## src/rtl/sc_reg_level_ctrl.sv

```systemverilog
// sc_reg_level_ctrl: obstacle pattern register that steps on time-base ticks, with a game level that
// shortens the step period and advances automatically or on a manual request.
module sc_reg_level_ctrl #(
    parameter int DATAWIDTH = 8,
    parameter int LEVEL_WIDTH = 3,
    parameter int MAX_LEVEL = 5,
    parameter bit LEVEL_WRAP = 1'b0,
    parameter int BASE_PERIOD = 4,
    parameter int PERIOD_STEP = 1,
    parameter int TICKS_PER_LEVEL = 16,
    parameter logic [DATAWIDTH-1:0] INIT_PATTERN = 8'h01
) (
    input  logic                   SC_RegLEVEL_CLOCK_50,
    input  logic                   SC_RegLEVEL_RESET_InHigh,
    input  logic                   SC_RegLEVEL_clear_InLow,
    input  logic                   SC_RegLEVEL_load_InLow,
    input  logic [DATAWIDTH-1:0]   SC_RegLEVEL_data_InBUS,
    input  logic [1:0]             SC_RegLEVEL_mode_InBUS,
    input  logic                   SC_RegLEVEL_serial_In,
    input  logic                   SC_RegLEVEL_tick_In,
    input  logic                   SC_RegLEVEL_levelUp_InLow,
    output logic [DATAWIDTH-1:0]   SC_RegLEVEL_data_OutBUS,
    output logic [LEVEL_WIDTH-1:0] SC_RegLEVEL_level_OutBUS,
    output logic                   SC_RegLEVEL_levelChange_Out,
    output logic                   SC_RegLEVEL_maxLevel_Out
);
    localparam int SW = (BASE_PERIOD > 1) ? $clog2(BASE_PERIOD) : 1;
    localparam int LW = (TICKS_PER_LEVEL > 1) ? $clog2(TICKS_PER_LEVEL) : 1;

    logic [SW-1:0] stepCnt;
    logic [SW-1:0] periodM1;
    logic [LW-1:0] lvlCnt;
    logic levelUpPrev;
    logic [DATAWIDTH-1:0] stepped;
    logic [LEVEL_WIDTH-1:0] nextLevel;
    logic stepHit;
    logic lvlWrap;
    logic levelAdv;
    int levelStep;

    always_comb begin
        levelStep = int'(SC_RegLEVEL_level_OutBUS) * PERIOD_STEP;
        // period-1 clamps at zero: compare first so the subtraction never underflows
        periodM1 = (levelStep >= BASE_PERIOD - 1) ? '0 : SW'(BASE_PERIOD - 1 - levelStep);
        stepHit = SC_RegLEVEL_tick_In && stepCnt == periodM1;
        lvlWrap = SC_RegLEVEL_tick_In && lvlCnt == LW'(TICKS_PER_LEVEL - 1);
        levelAdv = (lvlWrap || (levelUpPrev && !SC_RegLEVEL_levelUp_InLow)) &&
                   (SC_RegLEVEL_level_OutBUS != LEVEL_WIDTH'(MAX_LEVEL) || LEVEL_WRAP);
        nextLevel = (SC_RegLEVEL_level_OutBUS == LEVEL_WIDTH'(MAX_LEVEL)) ? '0 : SC_RegLEVEL_level_OutBUS + 1'b1;
        stepped = (SC_RegLEVEL_mode_InBUS == 2'b01) ? {SC_RegLEVEL_data_OutBUS[DATAWIDTH-2:0], SC_RegLEVEL_data_OutBUS[DATAWIDTH-1]} :
                  (SC_RegLEVEL_mode_InBUS == 2'b10) ? {SC_RegLEVEL_data_OutBUS[0], SC_RegLEVEL_data_OutBUS[DATAWIDTH-1:1]} :
                  (SC_RegLEVEL_mode_InBUS == 2'b11) ? {SC_RegLEVEL_data_OutBUS[DATAWIDTH-2:0], SC_RegLEVEL_serial_In} :
                  SC_RegLEVEL_data_OutBUS;
    end

    assign SC_RegLEVEL_maxLevel_Out = SC_RegLEVEL_level_OutBUS == LEVEL_WIDTH'(MAX_LEVEL);

    always_ff @(posedge SC_RegLEVEL_CLOCK_50) begin
        if (SC_RegLEVEL_RESET_InHigh) begin
            SC_RegLEVEL_data_OutBUS <= INIT_PATTERN;
            SC_RegLEVEL_level_OutBUS <= '0;
            SC_RegLEVEL_levelChange_Out <= 1'b0;
            stepCnt <= '0;
            lvlCnt <= '0;
            levelUpPrev <= 1'b1;
        end else begin
            levelUpPrev <= SC_RegLEVEL_levelUp_InLow;
            if (!SC_RegLEVEL_clear_InLow) begin
                SC_RegLEVEL_data_OutBUS <= INIT_PATTERN;
                SC_RegLEVEL_level_OutBUS <= '0;
                SC_RegLEVEL_levelChange_Out <= 1'b0;
                stepCnt <= '0;
                lvlCnt <= '0;
            end else begin
                SC_RegLEVEL_levelChange_Out <= levelAdv;
                if (levelAdv)
                    SC_RegLEVEL_level_OutBUS <= nextLevel;
                if (SC_RegLEVEL_tick_In)
                    lvlCnt <= lvlWrap ? '0 : lvlCnt + 1'b1;
                if (!SC_RegLEVEL_load_InLow) begin
                    SC_RegLEVEL_data_OutBUS <= SC_RegLEVEL_data_InBUS;
                    stepCnt <= '0;
                end else if (SC_RegLEVEL_tick_In) begin
                    stepCnt <= stepHit ? '0 : stepCnt + 1'b1;
                    if (stepHit)
                        SC_RegLEVEL_data_OutBUS <= stepped;
                end
                // a level change restarts the step count so the new period starts cleanly
                if (levelAdv)
                    stepCnt <= '0;
            end
        end
    end
endmodule

```

## config.mk

```make
export PLATFORM = sky130hd
export DESIGN_NAME = sc_reg_level_ctrl
export DESIGN_NICKNAME = d
export VERILOG_FILES = /design/src/rtl/sc_reg_level_ctrl.sv
export SDC_FILE = /design/constraint.sdc
export NUM_CORES = 1
export LEC_CHECK = 0
export ABC_AREA = 1
export ABC_CLOCK_PERIOD_IN_PS = 1600
export CAP_MARGIN = 20
export CORE_MARGIN = 1
export CORE_UTILIZATION = 47
export DETAILED_ROUTE_END_ITERATION = 8
export PLACE_DENSITY = 0.85
export SYNTH_ARGS = -nofsm -noshare
export SYNTH_HDL_FRONTEND = slang
export SYNTH_SLANG_ARGS = --single-unit
```

## constraint.sdc

```tcl
create_clock -name SC_RegLEVEL_CLOCK_50 -period 1.6 [get_ports SC_RegLEVEL_CLOCK_50]
set_input_delay 0.48 -clock SC_RegLEVEL_CLOCK_50 [delete_from_list [all_inputs] [get_ports SC_RegLEVEL_CLOCK_50]]
set_output_delay 0.48 -clock SC_RegLEVEL_CLOCK_50 [all_outputs]
set_load 0.02 [all_outputs]
```

Word level (Yosys, flattened, before mapping)
Index checks and enable logic that the tools add are counted.
Widths: inputs -> output; s select.

storage, ports and cells
  register bits after elaboration = 19
  input port bits = 17
  output and inout bits = 13
  logic and storage cells = 42

cells by class
  add/sub/neg operators = 4
  $lt $le $gt $ge = 1
  equality and inequality tests = 10
  mux-type cells = 10
  bitwise gates (word level) = 2
  reduce and logical (&&, ||, !) cells = 9

operators with widths
  operator             number
  $mux 8               6
  $add 4x1->4 const B  1
  $eq 2x2->1 const B   2
  $eq 4x4->1 const B   1
  $logic_and 1x1->1    4
  $mux 2               2
  $mux 4               1
  $ne 2x1->1 const B   2
  $ne 4x1->1 const B   1
  $reduce_or 4->1      1
  $add 3x1->3 const B  1
  $eq 3x3->1 const B   1
  $ge 3x2->1 const B   1
  $mux 3               1
  $ne 3x3->1 const B   1
  $reduce_and 3->1     1
  $add 2x1->2 const B  1
  $eq 2x1->1 const B   1
  $eq 2x2->1           1
  $not 1->1            2
  $reduce_or 2->1      1
  $sub 2x2->2 const A  1
  $logic_not 1->1      1
  $logic_or 1x1->1     1

Logic depth before layout (Yosys ltp)
  word-level depth = 7
  mapped depth = 12
  gate-level depth less buffers = 12

Worst setup path before layout
Ideal clock, no wire load.

  path type = register to register
  start = register SC_RegLEVEL_level_OutBUS[2]
  end = register SC_RegLEVEL_data_OutBUS[0]
  library setup time = 0.122 ns
  arrival = 1.406 ns
  data required time = 1.478 ns
  slack = 0.072 ns
  cell stages (with the launch flop) = 11
  buffers on the path = 0
  period minus slack after synthesis = 1.528 ns
  cell sequence = dfxtp_1 inv_1 ha_1 nor2_2 nand3_1 nand2_2 nand3_2 nand2_4 nand2_2 nand2_1 nand3_1

on the way
  cells in the longest elaborated chain, start to end = 6

ends and longest elaborated chain
  item                        RTL line  source
  start, declared             23        output logic [LEVEL_WIDTH-1:0] SC_RegLEVEL_level_OutBUS,
  start signal, assigned      77        SC_RegLEVEL_level_OutBUS <= nextLevel;
  $ge 3x2->1                  44        periodM1 = (levelStep >= BASE_PERIOD - 1) ? '0 : SW'(BASE_PERIOD - 1 - levelStep);
  $mux 2                      44
  $eq 2x2->1                  45        stepHit = SC_RegLEVEL_tick_In && stepCnt == periodM1;
  $logic_and 1x1->1           45
  $ne 2x1->1 (no line)        n/a
  $reduce_and 3->1 (no line)  n/a
  end signal, assigned        81        SC_RegLEVEL_data_OutBUS <= SC_RegLEVEL_data_InBUS;
  end signal, assigned        86        SC_RegLEVEL_data_OutBUS <= stepped;
  end, declared               22        output logic [DATAWIDTH-1:0] SC_RegLEVEL_data_OutBUS,

No other way between the ends.
A chain may end at the register's enable or synchronous reset.

Worst setup path after layout
  start = register SC_RegLEVEL_level_OutBUS[0]
  end = output port SC_RegLEVEL_level_OutBUS[0]

No word-level cell between the ends.

==> metrics <==
CTS Buffer Depth=2; worst path required time=1.12 ns; Max Cap Viol=0; Layout area overhead=42.5%; share of layout cells above drive strength 1=22.4%; fin area=1580 um2; Util after Layout=between 70 and 80%; H-tree levels=1; Least-Margin Pin Slew=0.420 ns; Switching Share=between 30% and 40%; unrepaired setup endpoints after global routing=yes; max-slew violations=0; dpl ws=-0.289 ns; dominant cells by area after synthesis=dfxtp_1 (34%), nand2_1 (15%), nor2_1 (7.5%), a21oi_1 (6.8%), inv_1 (6.8%); TritonRoute pass-1 iters=4; Net Sw Power=300 uW; Yosys reg bits=19; critical path cell sequence=buf_6 -> clkdlybuf4s15_1; Starting DRT DRC Count=41; Final Cycle Share=slightly below 100%; Synth Area per Inst=6.55 um2; Pwr Total=994 uW; status=complete, no violations; clock slew at reported path FFs=around 0.11 ns; Remaining DRCs=0; CP arrival=between 1 and 1.5 ns; Post-DP HPWL=between 2000 and 2500 um; Distinct cells, synth=26; Die X=50.5 um; R2R setup slack=approximately 0.060 ns; top-area cell type share of the netlist area=about a third; gr usage total=24.1%; internal power=694 uW; cts hold-fix bufs=0; power per cell area=around 630 nW/um2; critical path class=reg -> out; final setup margin=~0.038 ns; Core Area=2210 um2; Hold Path Class=reg -> reg; Comb pwr share=around a quarter; Max IR drop VDD=0.420 mV; final WL=2760 um; part of the power in registers=50.5%; worst hold endpoint=SC_RegLEVEL_level_OutBUS[1]; setup_tns=0 ns; Core Rows=17; port bufs=29; Period minus WS final=approximately 1.6 ns; antenna violations before repair=0; starting density of the core=50.1%; Crit path largest cell delay=0.35 ns; Crit Reg-Reg Startpoint=SC_RegLEVEL_level_OutBUS[0]; syn_nets=188; Finished Layout Cells=between 200 and 250; largest net degree at the start of global routing=14; diode count=0; vias in the first global route=1097; P_leak=0.751 nW; dpl cell area=1490 um2; FF-to-FF path depth=12; Synth area leader=dfxtp_1; gpl congestion=0.877; routed via count=1203; crit path launch type=register; Synth warnings=0; achievable clock frequency=640 MHz; nets@finish=230; Sink Count=19; die area=2550 um2; hold_sp=SC_RegLEVEL_level_OutBUS[1]; CTS tree=yes; Max FO, Critical Path=6; Worst path slowest cell=dfxtp_2; total grt overflow=0; Final Hold Slack=0.485 ns; TritonCTS Buffers=3; Fin. Hold Viols=0; first-pass GRT wire length=4600 um; Die Height=50.5 um; slew margin rel.=a little under three quarters; # Post-CTS Setup Buffers=0; Worst-Skew Late Latency=roughly 0.30 ns; antenna-violating nets left=0; Final Skew=0.00406 ns; CTS root buffer=clkbuf_4; WHS Path Cells=2; sequential-to-total area share from yosys stat=34.4%; dpl cells=234; power share of the clock group=25.3%; Mapped Cells=169; Top Ports=30; final number of setup-violating endpoints=0; Avg WL per Cell=between 10 and 15 um; reg2reg end=SC_RegLEVEL_data_OutBUS[2]; crit end category=output port; DR vias/cell=5.05; mapped cell area=1110 um2
## power by group through the flow
stage	combinational [mW]	clock, mW	sequential, mW
2_1_floorplan	0.117	0	0.527
3_3_place_gp	0.227	0	0.511
3_5_place_dp	0.232	0	0.512
4_1_cts	0.224	0.254	0.501
5_1_grt	0.267	0.275	0.504
6_report	0.240	0.252	0.502
## layout by cell type (no fill, tap or decap), drive strengths merged, types with 3 or more instances in the layout
cell | netlist | final
a21boi | 6 | 6
a21oi | 15 | 15
buf | 5 | 14
clkbuf | 0 | 3
clkdlybuf4s15 | 0 | 3
clkdlybuf4s50 | 0 | 16
dfxtp | 19 | 19
dlygate4sd2 | 0 | 9
inv | 22 | 22
nand2 | 48 | 48
nand3 | 14 | 14
nor2 | 24 | 24
o21ai | 7 | 7
## kinds of logic (layout without fill, tap and decap cells)
logic type               Yosys count  count (layout)  synth area share (%)
AO/OA/AOI/OAI                     30              30                  15.7
XOR/XNOR                           1               1                 0.791
adder cells (fa/ha/maj)            2               2                  2.26
buffers and inverters             27              68                  11.0
flip-flops                        19              19                  34.3
AND/OR/NAND/NOR                   90              90                  35.9
## cell usage after synthesis (all sizes together)
cell    count
nand2      48
nor2       24
inv        22
dfxtp      19
a21oi      15
nand3      14
o21ai       7
a21boi      6
buf         5
ha          2
nand4       2
nor3        1
o2111a      1
o31ai       1
or2         1
xor2        1
## registers in the layout, indices dropped and copies added (netlist names)
| signal | cells |
|---|---|
| SC_RegLEVEL_data_OutBUS | 8 |
| SC_RegLEVEL_levelChange_Out | 1 |
| SC_RegLEVEL_level_OutBUS | 3 |
| levelUpPrev | 1 |
| lvlCnt | 4 |
| stepCnt | 2 |
## metal layers
| layer | up-vias | GRT usage [%] | part of all wire, % |
|---|---|---|---|
| met4 | 0 | 18.1 | 2.1 |
| met3 | 5 | 4.55 | 5.0 |
| met1 | 530 | 29.0 | 45 |
| li1 | 624 | - | - |
| met2 | 44 | 37.8 | 48 |
| met5 | - | 0 | 0 |
## repair_timing
item | in CTS | in global routing
endpoints found under the setup margin | 13 | 10
resized for setup | 19 | 22
pin swaps | 0 | 11
## how the worst max path moves through the flow
stage / start / endpoint / slack (ns)
floorplan: SC_RegLEVEL_level_OutBUS[2] / SC_RegLEVEL_data_OutBUS[0] / 0.07
global placement: SC_RegLEVEL_mode_InBUS[0] / SC_RegLEVEL_data_OutBUS[1] / -0.24
detailed placement: SC_RegLEVEL_mode_InBUS[0] / SC_RegLEVEL_data_OutBUS[1] / -0.29
CTS: SC_RegLEVEL_level_OutBUS[1] / SC_RegLEVEL_level_OutBUS[1] / 0.002
global route: SC_RegLEVEL_level_OutBUS[0] / SC_RegLEVEL_data_OutBUS[4] / -0.06
finish: SC_RegLEVEL_level_OutBUS[0] / SC_RegLEVEL_level_OutBUS[0] / 0.04
## final cells by class
cell class | count | area (um2)
Multi-Input combinational cell | 123 | 664
Fill cell | 177 | 634
Sequential cell | 19 | 384
Timing Repair Buffer | 42 | 384
Inverter | 22 | 82.6
Tap cell | 28 | 35.0
Clock buffer | 3 | 22.5
Clock inverter | 1 | 5.00
## worst max-delay path: cells and delay by family, from the launching register on
family	cells	cell delay (ns)
buf+inv	2	0.42
flops	1	0.35
Note: power is estimated with default switching activity, not from simulation.
